**src/rtl/pipe_pkg.sv**
```systemverilog
// Shared definitions for the pipeline stall/flush controller: stall vector
// layout, canned stall patterns, controller states and common widths.
package pipe_pkg;

    localparam int REG_ADDR_W = 5;
    localparam int PC_W       = 32;

    // Bit positions inside the stall vector, front of the pipe first.
    localparam int STALL_PC     = 0;
    localparam int STALL_IF     = 1;
    localparam int STALL_ID     = 2;
    localparam int STALL_EX_BIT = 3;
    localparam int STALL_MEM    = 4;
    localparam int STALL_WB     = 5;

    typedef logic [STALL_WB:STALL_PC] stall_t;

    // Hold nothing / hold PC..ID (bubble into EX) / hold PC..EX (EX busy).
    localparam stall_t STALL_NONE = 6'b000000;
    localparam stall_t STALL_LU   = 6'b000111;
    localparam stall_t STALL_EX   = 6'b001111;

    typedef enum logic [1:0] {
        RUN    = 2'd0,
        EXWAIT = 2'd1,
        FLUSH  = 2'd2
    } state_e;

endpackage

```
**src/rtl/pipe_ctrl_if.sv**
```systemverilog
// Bundle of everything the pipeline exchanges with the stall/flush
// controller. The pipeline side is the master, the controller the slave.
interface pipe_ctrl_if
    import pipe_pkg::*;
#(
    parameter int CNT_W = 32
) ();

    logic                  id_reg1_read_en_i;
    logic [REG_ADDR_W-1:0] id_reg1_read_addr_i;
    logic                  id_reg2_read_en_i;
    logic [REG_ADDR_W-1:0] id_reg2_read_addr_i;
    logic                  ex_is_load_i;
    logic                  ex_write_reg_en_i;
    logic [REG_ADDR_W-1:0] ex_write_reg_addr_i;
    logic                  stallreq_ex_i;
    logic                  flush_req_i;
    logic [PC_W-1:0]       flush_pc_i;
    stall_t                stall_o;
    logic                  flush_o;
    logic [PC_W-1:0]       new_pc_o;
    logic [CNT_W-1:0]      stall_cycles_o;
    logic                  stall_timeout_o;

    modport master (
        output id_reg1_read_en_i, id_reg1_read_addr_i,
        output id_reg2_read_en_i, id_reg2_read_addr_i,
        output ex_is_load_i, ex_write_reg_en_i, ex_write_reg_addr_i,
        output stallreq_ex_i, flush_req_i, flush_pc_i,
        input  stall_o, flush_o, new_pc_o, stall_cycles_o, stall_timeout_o
    );

    modport slave (
        input  id_reg1_read_en_i, id_reg1_read_addr_i,
        input  id_reg2_read_en_i, id_reg2_read_addr_i,
        input  ex_is_load_i, ex_write_reg_en_i, ex_write_reg_addr_i,
        input  stallreq_ex_i, flush_req_i, flush_pc_i,
        output stall_o, flush_o, new_pc_o, stall_cycles_o, stall_timeout_o
    );

endinterface

```
**src/rtl/pipe_ctrl_hazard_detect.sv**
```systemverilog
// Load-use hazard detector: the load in EX produces a register that decode
// wants to read this cycle. Purely combinational so forwarding logic can
// reuse it.
module hazard_detect
    import pipe_pkg::*;
(
    input  logic                  reg1_en_i,
    input  logic [REG_ADDR_W-1:0] reg1_addr_i,
    input  logic                  reg2_en_i,
    input  logic [REG_ADDR_W-1:0] reg2_addr_i,
    input  logic                  ex_is_load_i,
    input  logic                  ex_wen_i,
    input  logic [REG_ADDR_W-1:0] ex_waddr_i,
    output logic                  lu_o
);

    logic ex_load_wr;

    // $0 is hardwired to zero, so a load targeting it never blocks decode.
    assign ex_load_wr = ex_is_load_i & ex_wen_i & (ex_waddr_i != '0);

    assign lu_o = ex_load_wr &
                  ((reg1_en_i & (reg1_addr_i == ex_waddr_i)) |
                   (reg2_en_i & (reg2_addr_i == ex_waddr_i)));

endmodule

```
**src/rtl/pipe_ctrl.sv**
```systemverilog
// Central stall/flush sequencer for the 5-stage pipeline. Produces the
// per-stage hold vector, registered flush with redirect PC, a saturating
// stall-cycle counter and a sticky watchdog for long EX stalls.
module pipe_ctrl
    import pipe_pkg::*;
#(
    parameter int FLUSH_CYCLES = 1,
    parameter int MAX_EX_STALL = 64,
    parameter int CNT_W        = 32
) (
    input  logic clk,
    input  logic rst,
    pipe_ctrl_if.slave bus
);

    localparam int             WD_W    = $clog2(MAX_EX_STALL + 1);
    localparam logic [WD_W-1:0] WD_MAX = WD_W'(MAX_EX_STALL);
    localparam logic [3:0]     FL_LAST = 4'(FLUSH_CYCLES);

    state_e           state_q;
    logic             flush_q;
    logic [PC_W-1:0]  new_pc_q;
    logic [CNT_W-1:0] stall_cnt_q;
    logic             timeout_q;
    logic [3:0]       flush_cnt_q;
    logic [WD_W-1:0]  wd_q;
    logic             lu;
    stall_t           stall_vec;

    hazard_detect u_hazard (
        .reg1_en_i   (bus.id_reg1_read_en_i),
        .reg1_addr_i (bus.id_reg1_read_addr_i),
        .reg2_en_i   (bus.id_reg2_read_en_i),
        .reg2_addr_i (bus.id_reg2_read_addr_i),
        .ex_is_load_i(bus.ex_is_load_i),
        .ex_wen_i    (bus.ex_write_reg_en_i),
        .ex_waddr_i  (bus.ex_write_reg_addr_i),
        .lu_o        (lu)
    );

    // Hold vector: flush beats EX busy beats load-use; nothing held in FLUSH or reset.
    always_comb begin
        // NOTE: default assigned first so no path through the block leaves it unassigned (no latch).
        stall_vec = STALL_NONE;
        if (rst && (state_q != FLUSH) && !bus.flush_req_i) begin
            if (bus.stallreq_ex_i) begin
                stall_vec = STALL_EX;
            end else if (lu) begin
                stall_vec = STALL_LU;
            end
        end
    end

    // Controller FSM with all registered outputs, counters and watchdog.
    always_ff @(posedge clk or negedge rst) begin
        if (!rst) begin
            state_q     <= RUN;
            flush_q     <= 1'b0;
            new_pc_q    <= '0;
            stall_cnt_q <= '0;
            timeout_q   <= 1'b0;
            flush_cnt_q <= '0;
            wd_q        <= '0;
        end else begin
            // NOTE: non-blocking so every register samples the pre-edge values regardless of statement order.
            if ((stall_vec != STALL_NONE) && (stall_cnt_q != '1)) begin
                stall_cnt_q <= stall_cnt_q + CNT_W'(1);
            end
            unique case (state_q)
                RUN, EXWAIT: begin
                    if (bus.flush_req_i) begin
                        // Any EX op in flight is abandoned by the redirect.
                        state_q     <= FLUSH;
                        flush_q     <= 1'b1;
                        new_pc_q    <= bus.flush_pc_i;
                        flush_cnt_q <= 4'd1;
                        wd_q        <= '0;
                    end else if (bus.stallreq_ex_i) begin
                        state_q <= EXWAIT;
                        if (wd_q != WD_MAX) begin
                            wd_q <= wd_q + WD_W'(1);
                            if (wd_q == WD_MAX - WD_W'(1)) begin
                                timeout_q <= 1'b1;
                            end
                        end
                    end else begin
                        state_q <= RUN;
                        wd_q    <= '0;
                    end
                end
                FLUSH: begin
                    if (bus.flush_req_i) begin
                        // A fresh redirect restarts the flush window.
                        new_pc_q    <= bus.flush_pc_i;
                        flush_cnt_q <= 4'd1;
                    end else if (flush_cnt_q == FL_LAST) begin
                        state_q     <= RUN;
                        flush_q     <= 1'b0;
                        flush_cnt_q <= '0;
                    end else begin
                        flush_cnt_q <= flush_cnt_q + 4'd1;
                    end
                end
                default: state_q <= RUN;
            endcase
        end
    end

    assign bus.stall_o         = stall_vec;
    assign bus.flush_o         = flush_q;
    assign bus.new_pc_o        = new_pc_q;
    assign bus.stall_cycles_o  = stall_cnt_q;
    assign bus.stall_timeout_o = timeout_q;

endmodule

```
**src/flat_wrapper.sv**
```systemverilog
// flat-port wrapper written by rule: the top's interface ports become plain ports
module pipe_ctrl_flat import pipe_pkg::*;
#(
    parameter int FLUSH_CYCLES = 1,
    parameter int MAX_EX_STALL = 64,
    parameter int CNT_W        = 32
)
  (clk, rst, bus_id_reg1_read_en_i, bus_id_reg1_read_addr_i, bus_id_reg2_read_en_i, bus_id_reg2_read_addr_i, bus_ex_is_load_i, bus_ex_write_reg_en_i, bus_ex_write_reg_addr_i, bus_stallreq_ex_i, bus_flush_req_i, bus_flush_pc_i, bus_stall_o, bus_flush_o, bus_new_pc_o, bus_stall_cycles_o, bus_stall_timeout_o);
  pipe_ctrl_if #(.CNT_W(CNT_W)) bus_i ();
  input  logic clk;
  input  logic rst;
  input wire logic [$bits(bus_i.id_reg1_read_en_i)-1:0] bus_id_reg1_read_en_i;
  input wire logic [$bits(bus_i.id_reg1_read_addr_i)-1:0] bus_id_reg1_read_addr_i;
  input wire logic [$bits(bus_i.id_reg2_read_en_i)-1:0] bus_id_reg2_read_en_i;
  input wire logic [$bits(bus_i.id_reg2_read_addr_i)-1:0] bus_id_reg2_read_addr_i;
  input wire logic [$bits(bus_i.ex_is_load_i)-1:0] bus_ex_is_load_i;
  input wire logic [$bits(bus_i.ex_write_reg_en_i)-1:0] bus_ex_write_reg_en_i;
  input wire logic [$bits(bus_i.ex_write_reg_addr_i)-1:0] bus_ex_write_reg_addr_i;
  input wire logic [$bits(bus_i.stallreq_ex_i)-1:0] bus_stallreq_ex_i;
  input wire logic [$bits(bus_i.flush_req_i)-1:0] bus_flush_req_i;
  input wire logic [$bits(bus_i.flush_pc_i)-1:0] bus_flush_pc_i;
  output wire logic [$bits(bus_i.stall_o)-1:0] bus_stall_o;
  output wire logic [$bits(bus_i.flush_o)-1:0] bus_flush_o;
  output wire logic [$bits(bus_i.new_pc_o)-1:0] bus_new_pc_o;
  output wire logic [$bits(bus_i.stall_cycles_o)-1:0] bus_stall_cycles_o;
  output wire logic [$bits(bus_i.stall_timeout_o)-1:0] bus_stall_timeout_o;
  assign bus_i.id_reg1_read_en_i = bus_id_reg1_read_en_i;
  assign bus_i.id_reg1_read_addr_i = bus_id_reg1_read_addr_i;
  assign bus_i.id_reg2_read_en_i = bus_id_reg2_read_en_i;
  assign bus_i.id_reg2_read_addr_i = bus_id_reg2_read_addr_i;
  assign bus_i.ex_is_load_i = bus_ex_is_load_i;
  assign bus_i.ex_write_reg_en_i = bus_ex_write_reg_en_i;
  assign bus_i.ex_write_reg_addr_i = bus_ex_write_reg_addr_i;
  assign bus_i.stallreq_ex_i = bus_stallreq_ex_i;
  assign bus_i.flush_req_i = bus_flush_req_i;
  assign bus_i.flush_pc_i = bus_flush_pc_i;
  assign bus_stall_o = bus_i.stall_o;
  assign bus_flush_o = bus_i.flush_o;
  assign bus_new_pc_o = bus_i.new_pc_o;
  assign bus_stall_cycles_o = bus_i.stall_cycles_o;
  assign bus_stall_timeout_o = bus_i.stall_timeout_o;
  pipe_ctrl #(.FLUSH_CYCLES(FLUSH_CYCLES), .MAX_EX_STALL(MAX_EX_STALL), .CNT_W(CNT_W)) u_core (.clk(clk), .rst(rst), .bus(bus_i));
endmodule
```
**config.mk**
```make
export PLATFORM = sky130hd
export DESIGN_NAME = pipe_ctrl_flat
export DESIGN_NICKNAME = d
export VERILOG_FILES = /design/src/rtl/pipe_pkg.sv /design/src/rtl/pipe_ctrl_if.sv /design/src/rtl/pipe_ctrl_hazard_detect.sv /design/src/rtl/pipe_ctrl.sv /design/src/flat_wrapper.sv
export SDC_FILE = /design/constraint.sdc
export NUM_CORES = 1
export LEC_CHECK = 0
export CORE_MARGIN = 5
export CORE_UTILIZATION = 50
export DETAILED_ROUTE_END_ITERATION = 8
export MAX_ROUTING_LAYER = met4
export PLACE_DENSITY = 0.87
export SLEW_MARGIN = 20
export SYNTH_ARGS = -nofsm -noshare
export SYNTH_HDL_FRONTEND = slang
export SYNTH_HIERARCHICAL = 1
export SYNTH_SLANG_ARGS = --single-unit
```
**constraint.sdc**
```tcl
create_clock -name clk -period 5.74 [get_ports clk]
set_input_delay 1.148 -clock clk [delete_from_list [all_inputs] [get_ports clk]]
set_output_delay 1.148 -clock clk [all_outputs]
set_load 0.02 [all_outputs]
```
# == Word-level counts from Yosys, hierarchy flattened ==
# Cells that the tools add are included.
# op_classes
addsub,3
n_eq_ne,13
n_mux,19
bitwise_logic,7
reduce_logical,16
# ops
operator,n
32-bit by 1-bit adder with 32-bit output (second input constant),1
32-bit inequality test (second input constant),1
7-bit two-way mux,3
4-bit two-way mux,3
6-bit two-way mux,2
5-bit equality test,2
4-bit case mux with 2 select lines,1
2-bit AND reduction,4
7-bit by 1-bit adder with 7-bit output (second input constant),1
7-bit by 6-bit equality test with 1-bit output (second input constant),1
7-bit inequality test (second input constant),1
2-bit two-way mux,3
2-bit inequality test (second input constant),3
6-bit nonzero test,1
1-bit bitwise AND,5
5-bit AND reduction,1
5-bit nonzero test,1
4-bit by 1-bit adder with 4-bit output (second input constant),1
4-bit by 1-bit equality test with 1-bit output (second input constant),1
1-bit two-way mux,4
2-bit case mux with 2 select lines,1
4-bit AND reduction,1
1-bit logical AND,3
3-bit two-way mux,1
12 further kinds,12
# totals
reg_bits,79
in_bits,55
output_inout_bits,72
wordCells,65

# == Logic depth before layout (Yosys ltp) ==
# depth
word_depth,9
ltp_mapped,10
depth_no_buf,9

# == Cells and area by module ==
# Netlist, hierarchy kept.
# modules_own_cells
mod,n_inst,cells_each,area_each_um2
pipe_ctrl,1,323,3677.3
hazard_detect,1,17,135.1

# == Worst setup path after synthesis ==
# Ideal clock, no wire load.
# synth_timing
path_kind,in2out
from,input bus_id_reg1_read_addr_i[0]
to,output bus_stall_o[1]
t_arrival_ps,2654
setup_slack_ps,1938
cell_stages,7
path_buffers,1
cell_sequence,xor2_1 -> nor4_1 -> nand3_1 -> a21oi_1 -> nor2_1 -> nor4b_4 -> buf_4
# synth_via
elab_chain_cells,7
# synth_lines
element,line_no,source
start: declaration,flat_wrapper.sv:13,input wire logic [$bits(bus_i.id_reg1_read_addr_i)-1:0] bus_id_reg1_read_addr_i;
5-bit equality test,pipe_ctrl_hazard_detect.sv:23,((reg1_en_i & (reg1_addr_i == ex_waddr_i)) |
1-bit bitwise AND,pipe_ctrl_hazard_detect.sv:23,
1-bit bitwise OR,pipe_ctrl_hazard_detect.sv:23,
1-bit bitwise AND,pipe_ctrl_hazard_detect.sv:22,assign lu_o = ex_load_wr &
via u_core.lu,pipe_ctrl.sv:27,logic lu;
3-bit two-way mux,pipe_ctrl.sv:48,end else if (lu) begin
6-bit two-way mux,pipe_ctrl.sv:46,if (bus.stallreq_ex_i) begin
6-bit two-way mux,pipe_ctrl.sv:45,if (rst && (state_q != FLUSH) && !bus.flush_req_i) begin
end: declaration,flat_wrapper.sv:22,output wire logic [$bits(bus_i.stall_o)-1:0] bus_stall_o;
# The timed path passes the listed nets, and every way through them passes these cells.

# == Final worst setup path ==
# layout_timing
from,input bus_ex_write_reg_addr_i[1]
to,output bus_stall_o[2]
# layout_via
elab_chain_cells,7
elab_cells_between_ends,11
# layout_lines
element,line_no,source
start: declaration,flat_wrapper.sv:18,input wire logic [$bits(bus_i.ex_write_reg_addr_i)-1:0] bus_ex_write_reg_addr_i;
5-bit equality test (on tied branches),"pipe_ctrl_hazard_detect.sv:23, pipe_ctrl_hazard_detect.sv:24",
1-bit bitwise AND (on tied branches),"pipe_ctrl_hazard_detect.sv:23, pipe_ctrl_hazard_detect.sv:24",
1-bit bitwise OR,pipe_ctrl_hazard_detect.sv:23,
1-bit bitwise AND (*),pipe_ctrl_hazard_detect.sv:22,
via u_core.lu,pipe_ctrl.sv:27,
3-bit two-way mux (*),pipe_ctrl.sv:48,
6-bit two-way mux (*),pipe_ctrl.sv:46,
6-bit two-way mux (*),pipe_ctrl.sv:45,
# The timed path passes the listed nets; every way through them passes the cells marked *.

==> metrics <==
f_max 204 MHz; Post-synth EDFFs 0; Crit Path Max Fanout 8; largest net degree at the start of global routing 80; Die Wd 97.3 µm; drt drc 0; Setup WS pre-CTS 842 ps; router iterations before antenna repair 4; Layout area overhead 39.3%; outcome finished, final reports clean; GP Congestion 0.855; pwr/cell area 260 nW/µm²; maxcap violations 0; Main synth FF type dfrtp_1; Starting Density 52.0%; core region area 7330 µm²; drt wl/cell 16.5 µm; root buf cell clkbuf_8; Static Leak 2.28 nW; Syn Inst Count 340; post-synth top area share 51.9%; Synth async-reset ratio 100%; top cells by count, synth dfrtp_1 (79), mux2_2 (33), xor2_1 (33), nand2_1 (30), nor2_1 (21); Post CTS Setup Buffer Count 0; Final min period 4900 ps; PostCTS Resize Cnt 0; internal reg-to-reg setup slack 3080 ps; critical path data required time 4590 ps; # H-tree levels 3; Antenna diodes 0; post-synthesis sequential area ratio 51.9%; WS Path Type in -> out; routed wire length 9370 µm; Worst Slack Setup Final 838 ps; Ports 127; CTS sink cnt 79; CTS tree done; initial antenna violation count 0; setup violators final 0; CP endpoint kind output pin; Slew HR 29.9%; final period utilization 85.4%; area leader, netlist dfrtp_1; Initial DRC Count 175; Worst-Margin Slew 1050 ps; first-pass GRT wire length 15600 µm; class of the worst hold path reg -> reg; setup_tns 0 ps; Synth Cell Area 3810 µm²; Hold Fails Final Rpt 0; Max Transition Viols Final 0; Setup Skew 5.99 ps; CTS hold repair buffers 0; Avg Cell Area, Syn 11.2 µm²; fraction of layout cells with a size suffix above 1 13.4%; worst-case vdd ir drop 0.210 mV; Yosys reg bits 79; post-DP HPWL 6940 µm; nets@finish 524; Die ar. 9470 µm²; Startpoint Class input pin; Syn. warnings 6; Reg clk slew, reported paths 70 ps; RSZ-0062 raised after global routing no; num rows 31; gr usage total 20.6%; die height 97.3 µm; port bufs 124; clk_lat worst skew 340 ps; most common cell in the synthesized netlist dfrtp_1; Num CTS Buffers 9; vias in the first global route 3227; total global routing overflow 0; post-synth cell types 45; Synth area leaders dfrtp_1 (52%), mux2_2 (9.7%), xor2_1 (7.6%); clock buffer depth 2; DRT antenna net count 0; Vias/cell 5.43; total number of vias 3086; Worst EP arrival 3750 ps
==> layout make-up <==
class | instances | area [µm²]
Sequential cell | 79 | 1980
Timing Repair Buffer | 126 | 1270
Inverter | 7 | 26.3
Fill cell | 527 | 2020
Tap cell | 99 | 124
Multi-Input combinational cell | 241 | 1730
Clock buffer | 11 | 141
Clock inverter | 5 | 33.8
==> kinds of logic (layout without fill, tap and decap cells) <==
| family | Yosys count | in the layout | synth area share (%) |
|---|---|---|---|
| and+or+nand+nor | 130 | 130 | 18.5 |
| DFF | 79 | 79 | 51.9 |
| xor gates and xnor gates | 40 | 40 | 9.19 |
| muxes | 35 | 35 | 10.3 |
| AOI/OAI and AO/OA | 29 | 29 | 5.42 |
| buffers and inverters | 21 | 149 | 3.05 |
| adders and majority gates | 5 | 5 | 1.64 |
| other | 1 | 2 | 0.0984 |
==> metrics by stage <==
stage               total power [mW]  hold WS [ps]  util, %  std cells  cell area (µm²)
finish                          1.38           467     72.4        568             5310
global route                    1.46           512     72.4        568             5310
detailed placement              1.03           457     69.7        551             5110
floorplan                      0.848           480        -        341             3820
CTS                             1.39           472     72.1        567             5280
global placement                1.01           442     69.7        551             5110
==> power by group <==
group | switching [mW] | internal (mW) | total [mW] | leakage (nW)
logic | 0.169 | 0.181 | 0.351 | 1.19
clock network | 0.196 | 0.168 | 0.364 | 0.0853
registers | 0.0567 | 0.611 | 0.667 | 1.00
total | 0.421 | 0.960 | 1.38 | 2.28
==> placed cells by master (no fill, tap or decap), drive strengths merged, types with 2 or more instances in the layout <==
cell type	count
mux2i	2
clkinvlp	2
nor2	21
nand2b	2
xor2	33
clkinv	3
nor3	17
nand3	19
nor4b	3
a32o	3
inv	7
nand4	13
a21oi	5
or2	2
clkbuf	11
nor2b	2
xnor2	7
mux2	33
and3	5
o31ai	2
nor4	7
ha	5
o21ai	13
nand2	30
nor3b	3
and4	3
or4	2
dfrtp	79
clkdlybuf4s50	123
buf	3
conb	2
==> sequential cells by signal, indices dropped and copies added (netlist names) <==
| name | flops |
|---|---|
| u_core/bus.new_pc_o | 32 |
| u_core/bus.stall_cycles_o | 32 |
| u_core/wd_q | 7 |
| u_core/flush_cnt_q | 4 |
| u_core/state_q | 2 |
| u_core/bus.flush_o | 1 |
| u_core/bus.stall_timeout_o | 1 |
==> metal layers <==
| layer | track usage [%] | vias to the layer above | share of wire (%) |
|---|---|---|---|
| met5 | - | - | 0 |
| met4 | 8.20 | 0 | 1.7 |
| met3 | 4.38 | 18 | 6.1 |
| met2 | 34.9 | 130 | 52 |
| met1 | 24.0 | 1494 | 40 |
| li1 | - | 1444 | - |
==> worst paths after layout <==
path	startpoint	endpoint	depth (start not counted)
max	bus_ex_write_reg_addr_i[1]	bus_stall_o[2]	8
min	u_core/bus.stall_timeout_o	u_core/bus.stall_timeout_o	1
max reg2reg	u_core/bus.stall_cycles_o[0]	u_core/bus.stall_cycles_o[14]	6
min reg2reg	u_core/bus.stall_timeout_o	u_core/bus.stall_timeout_o	1
max in group asynchronous	rst	u_core/bus.stall_cycles_o[14]	3
min in group asynchronous	rst	u_core/bus.new_pc_o[13]	2
==> critical path, stage by stage <==
cell	delay, ps
clkdlybuf4s50_1	480
xor2_1	200
nor4_1	340
nand3_1	130
a21oi_1	140
nor2_1	70
nor4b_4	520
clkdlybuf4s50_1	730
Power figures use the tool's default switching activity.
